### src/rtl/uart_tx_serializer.sv
// -----------------------------------------------------------------------------
// uart_tx_serializer
//
// Transmit serializer for the MCU UART. Pulls words from a show-ahead FIFO
// (fifo_sync) and sends each one as an asynchronous frame on txd:
// start bit, DATA_WIDTH data bits LSB first, optional parity, 1 or 2 stop bits.
// Bit timing comes from an internal divider: every bit lasts baud_div+1 clks.
//
// Ports:
//   clk          system clock
//   rstn         asynchronous active-low reset
//   tx_en        new frames start only while high
//   baud_div     bit period minus one, in clk cycles (must be >= 1)
//   parity_en    1 = append a parity bit
//   parity_odd   1 = odd parity, 0 = even parity
//   stop2        1 = two stop bits, 0 = one
//   fifo_empty   FIFO rd_empty
//   fifo_data    FIFO show-ahead output word
//   fifo_rd_req  one-cycle pop pulse to the FIFO
//   txd          serial output, idles high
//   busy         high from word capture to the end of the last stop bit
//   frame_done   one-cycle pulse when a frame completes
// -----------------------------------------------------------------------------
module uart_tx_serializer #(
   parameter int DATA_WIDTH = 8,
   parameter int DIV_WIDTH  = 16
) (
   input  logic                  clk,
   input  logic                  rstn,
   input  logic                  tx_en,
   input  logic [DIV_WIDTH-1:0]  baud_div,
   input  logic                  parity_en,
   input  logic                  parity_odd,
   input  logic                  stop2,
   input  logic                  fifo_empty,
   input  logic [DATA_WIDTH-1:0] fifo_data,
   output logic                  fifo_rd_req,
   output logic                  txd,
   output logic                  busy,
   output logic                  frame_done
);

   localparam int IDX_W = (DATA_WIDTH > 1) ? $clog2(DATA_WIDTH) : 1;
   localparam logic [IDX_W-1:0] LAST_IDX = IDX_W'(DATA_WIDTH - 1);

   typedef enum logic [2:0] {
      IDLE,
      START,
      DATA,
      PARITY,
      STOP
   } state_t;

   state_t                 state_q, state_d;
   logic [DIV_WIDTH-1:0]   baud_cnt_q, baud_cnt_d;
   logic [DIV_WIDTH-1:0]   baud_div_q, baud_div_d;
   logic [DATA_WIDTH-1:0]  shift_q, shift_d;
   logic [IDX_W-1:0]       bit_idx_q, bit_idx_d;
   logic                   stop_idx_q, stop_idx_d;
   logic                   par_en_q, par_en_d;
   logic                   par_bit_q, par_bit_d;
   logic                   stop2_q, stop2_d;
   logic                   txd_q, txd_d;
   logic                   busy_q, busy_d;
   logic                   rd_req_q, rd_req_d;
   logic                   done_q, done_d;
   logic                   bit_end;

   // The current bit ends on the cycle its counter reaches the captured divisor.
   assign bit_end = (baud_cnt_q == baud_div_q);

   always_comb begin
      state_d    = state_q;
      baud_cnt_d = baud_cnt_q;
      baud_div_d = baud_div_q;
      shift_d    = shift_q;
      bit_idx_d  = bit_idx_q;
      stop_idx_d = stop_idx_q;
      par_en_d   = par_en_q;
      par_bit_d  = par_bit_q;
      stop2_d    = stop2_q;
      rd_req_d   = 1'b0;
      done_d     = 1'b0;

      if (state_q != IDLE) begin
         baud_cnt_d = bit_end ? '0 : baud_cnt_q + 1'b1;
      end

      case (state_q)
         IDLE: begin
            // Word and frame config are latched together so that later
            // changes on the config inputs only affect the next frame.
            if (tx_en && !fifo_empty) begin
               shift_d    = fifo_data;
               baud_div_d = baud_div;
               par_en_d   = parity_en;
               par_bit_d  = (^fifo_data) ^ parity_odd;
               stop2_d    = stop2;
               baud_cnt_d = '0;
               bit_idx_d  = '0;
               stop_idx_d = 1'b0;
               rd_req_d   = 1'b1;
               state_d    = START;
            end
         end
         START: begin
            if (bit_end) state_d = DATA;
         end
         DATA: begin
            if (bit_end) begin
               shift_d = shift_q >> 1;
               if (bit_idx_q == LAST_IDX) begin
                  state_d = par_en_q ? PARITY : STOP;
               end else begin
                  bit_idx_d = bit_idx_q + 1'b1;
               end
            end
         end
         PARITY: begin
            if (bit_end) state_d = STOP;
         end
         STOP: begin
            if (bit_end) begin
               if (stop2_q && !stop_idx_q) begin
                  stop_idx_d = 1'b1;
               end else begin
                  state_d = IDLE;
                  done_d  = 1'b1;
               end
            end
         end
         default: state_d = IDLE;
      endcase

      // Line level is decoded from the next state so txd is a plain register.
      case (state_d)
         START:   txd_d = 1'b0;
         DATA:    txd_d = shift_d[0];
         PARITY:  txd_d = par_bit_d;
         default: txd_d = 1'b1;
      endcase
      busy_d = (state_d != IDLE);
   end

   always_ff @(posedge clk or negedge rstn) begin
      if (!rstn) begin
         state_q    <= IDLE;
         baud_cnt_q <= '0;
         baud_div_q <= '0;
         shift_q    <= '0;
         bit_idx_q  <= '0;
         stop_idx_q <= 1'b0;
         par_en_q   <= 1'b0;
         par_bit_q  <= 1'b0;
         stop2_q    <= 1'b0;
         txd_q      <= 1'b1;
         busy_q     <= 1'b0;
         rd_req_q   <= 1'b0;
         done_q     <= 1'b0;
      end else begin
         state_q    <= state_d;
         baud_cnt_q <= baud_cnt_d;
         baud_div_q <= baud_div_d;
         shift_q    <= shift_d;
         bit_idx_q  <= bit_idx_d;
         stop_idx_q <= stop_idx_d;
         par_en_q   <= par_en_d;
         par_bit_q  <= par_bit_d;
         stop2_q    <= stop2_d;
         txd_q      <= txd_d;
         busy_q     <= busy_d;
         rd_req_q   <= rd_req_d;
         done_q     <= done_d;
      end
   end

   assign fifo_rd_req = rd_req_q;
   assign txd         = txd_q;
   assign busy        = busy_q;
   assign frame_done  = done_q;

endmodule

### config.mk
export PLATFORM = sky130hd
export DESIGN_NAME = uart_tx_serializer
export DESIGN_NICKNAME = d
export VERILOG_FILES = /design/src/rtl/uart_tx_serializer.sv
export SDC_FILE = /design/constraint.sdc
export NUM_CORES = 1
export LEC_CHECK = 0
export CORE_ASPECT_RATIO = 0.8
export CORE_MARGIN = 3
export CORE_UTILIZATION = 52
export CTS_CLUSTER_DIAMETER = 30
export DETAILED_ROUTE_END_ITERATION = 16
export PLACE_DENSITY = 0.76
export SETUP_SLACK_MARGIN = 0.3
export SLEW_MARGIN = 30
export SYNTH_ARGS = -nofsm -noshare
export SYNTH_HDL_FRONTEND = slang
export SYNTH_SLANG_ARGS = --single-unit
### constraint.sdc
create_clock -name clk -period 5.5 [get_ports clk]
set_input_delay 0.55 -clock clk [delete_from_list [all_inputs] [get_ports clk]]
set_output_delay 0.55 -clock clk [all_outputs]
set_load 0.02 [all_outputs]
==> metrics.txt <==
LEAKAGE roughly 0.0013 uW; Syn Inst Count about 250; CP Capture Type flip-flop; DP HPWL 3.81 mm; global placer's final weighted congestion approximately 0.8; Clock Sinks 54; WL final between 5 and 6 mm; worst-margin pin slew about 680 ps; FFs w/ async S/R, synth 1.00; Crit Path Class flip-flop to flip-flop; placed cell count approximately 330; relative slew slack 0.547; vias in the first global route between 1,500 and 2,000; Die Width about 86 um; Critical Path AT 2720 ps; number of synthesized register bits 54; DR vias/cell 5.61; EDFF count, synth 0; post-cts resize count 0; global-route wire length before repair between 9 and 10 mm; Starting Density 0.562; ANT cells 0; post-synth top area cell dfrtp_1; I/O Pins 35; share of cells above drive strength 1 0.121; crit-path max cell delay 500 ps; Synth Warn # 0; Pint roughly 860 uW; die area 6050 um^2; hold_buf cts 0; Clock Latency Late Sink slightly above 300 ps; postcts setup bufs 0; # rows 22; Most used DFF post-synth dfrtp_1; FMAX roughly 400 MHz; min Tclk post-route between 2000 and 3000 ps; Die H around 70 um; sequential share of power 0.508; clock-pin slew on the worst setup and hold paths 100 ps; drt drc 0; total CTS buffers 5; area share of the largest cell type after synthesis 0.496; Post-synth top cells dfrtp_1, nand2_1, o21ai_0, xnor2_1, mux2_2; slowest cell on the critical path nor4_4; clk_skew around 9.2 ps; Pwr Total about 1300 uW; Hold Slack around 360 ps; fin crit share 0.459; Clk pwr share 0.210; Sw Pwr approximately 400 uW; Setup TNS 0 ps; H-tree levels 2; Area Overhead vs Synth 18.1%; Final Core Density 0.663; via count 1,909; Avg WL per Cell 15.9 um; Core Area around 4800 um^2; CP required approximately 5700 ps; Net Sw Frac 0.311; Avg Inst Size Synth 10.9 um^2; Critical Path, Cell by Cell xnor2_1 > nand4_1 > nor4_4 > and2_1 > nor2_4 > a21o_4 > mux2_4; Peak VDD IR 269 uV; Top delay family on crit path simple AND/OR/NAND/NOR gates; Final Max Tran Viols 0; drt first pass iters 5; Bufs and invs on worst path 0; startpoint types flip-flop; RSZ-0062 raised after global routing false; Synth Cell Area 2680 um^2; Worst Hold Class input pin to async pin; Non-Filler Instances 340; Longest Clk Path Bufs 2; PD cells around 400 nW/um^2; largest net degree at the start of global routing 55; CTS tree built; final setup fails 0; GRT Resource Usage Total 0.193; power share of the combinational group 0.282; Final nets ~310; antenna violations before repair 0; status complete, no violations; PortBufs 34; most frequent cell after synthesis dfrtp_1; total grt overflow 0; Final ANT Viol Nets 0; Iteration-0 DRC Markers approximately 120; maxcap violations 0; top cells by area, synth dfrtp_1, mux2_2, xnor2_1, nand2_1, o21ai_0; syn nets between 200 and 300; CTS Root Cell clkbuf_8; Cell variety after synth 39; sequential share of the synthesized area 0.506; crit-path max FO 10; Final Hold Vio Count 0
## power by group through the flow
stage | combinational, uW | sequential (uW) | clock (uW)
after global routing | 395 | 654 | 286
after floorplan | 270 | 616 | 0
after global placement | 345 | 638 | 0
after detailed placement | 352 | 644 | 0
final | 352 | 635 | 263
after CTS | 355 | 635 | 270
## per-stage QoR
| step | cell area, um^2 | worst slack [ps] |
|---|---|---|
| after floorplan | 2680 | 3390 |
| final | 3160 | 2980 |
| after global routing | 3160 | 2790 |
| after detailed placement | 3050 | 2990 |
| after CTS | 3160 | 2970 |
| after global placement | 3050 | 3030 |
## path summary, 6_finish.rpt
kind / start / endpoint / slack, ps / cells past startpoint
worst min register to register: shift_q[4]$_DFFE_PN0P_ / shift_q[4]$_DFFE_PN0P_ / 490 / 2
min in group clk: shift_q[4]$_DFFE_PN0P_ / shift_q[4]$_DFFE_PN0P_ / 490 / 2
worst max-delay path: baud_cnt_q[0]$_DFF_PN0_ / bit_idx_q[0]$_DFFE_PN0P_ / 2980 / 7
max in group asynchronous: rstn / frame_done$_DFF_PN0_ / 4690 / 2
worst min-delay path: rstn / baud_cnt_q[8]$_DFF_PN0_ / 360 / 2
worst max register to register: baud_cnt_q[0]$_DFF_PN0_ / bit_idx_q[0]$_DFFE_PN0P_ / 2980 / 7
## cells by family after synthesis
logic type      share of synthesized area
flops                               0.506
compound gates                      0.105
simple gates                        0.165
fa+ha+maj                          0.0140
mux                                0.0931
buf+inv                            0.0253
xor+xnor                           0.0917
## sequential cells by signal, summed over array words and instances (netlist names), 3 cells and up
register	cells
baud_div_q	16
baud_cnt_q	16
shift_q	8
state_q	3
bit_idx_q	3
## cells in the final DEF (no fill, tap or decap), types with 2 or more instances in the layout
cell / netlist / routed
clkbuf_8: 0 / 5
nor3_1: 4 / 4
o21ai_0: 23 / 23
xor2_1: 5 / 5
and2_1: 2 / 2
and4_1: 4 / 4
ha_1: 3 / 3
nor2_1: 5 / 5
nor4_4: 2 / 2
buf_4: 0 / 2
o31ai_1: 3 / 3
nand2_1: 32 / 32
and3_1: 4 / 4
inv_1: 5 / 5
clkbuf_1: 6 / 2
a21oi_1: 3 / 3
nand3_1: 6 / 6
nand2b_1: 9 / 9
mux2_2: 18 / 18
xnor2_1: 23 / 23
a22o_1: 2 / 2
nor2b_1: 4 / 4
mux2i_1: 2 / 2
nand4_1: 5 / 5
dfrtp_1: 53 / 53
clkdlybuf4s50_1: 0 / 33
a22oi_1: 6 / 6
## final cells by class
cell class	count	area, um^2
clock inverters	1	30.0
fillers	389	1600
inverters	5	18.8
flip-flops and latches	54	1350
multi-input cells	177	1250
clock buffers	7	76.3
repair buffers	36	350
well taps	60	75.1
## routing by layer
layer  share of wire  vias up  track usage  routed length (um)
met5               0        -            0                   0
met4           0.018        0       0.0571                  97
met3           0.085       11       0.0861                 460
met2            0.41       60        0.249                2230
met1            0.49      914        0.287                2620
li1                -      924            -                   -
Note: power is estimated with default switching activity, not from simulation.
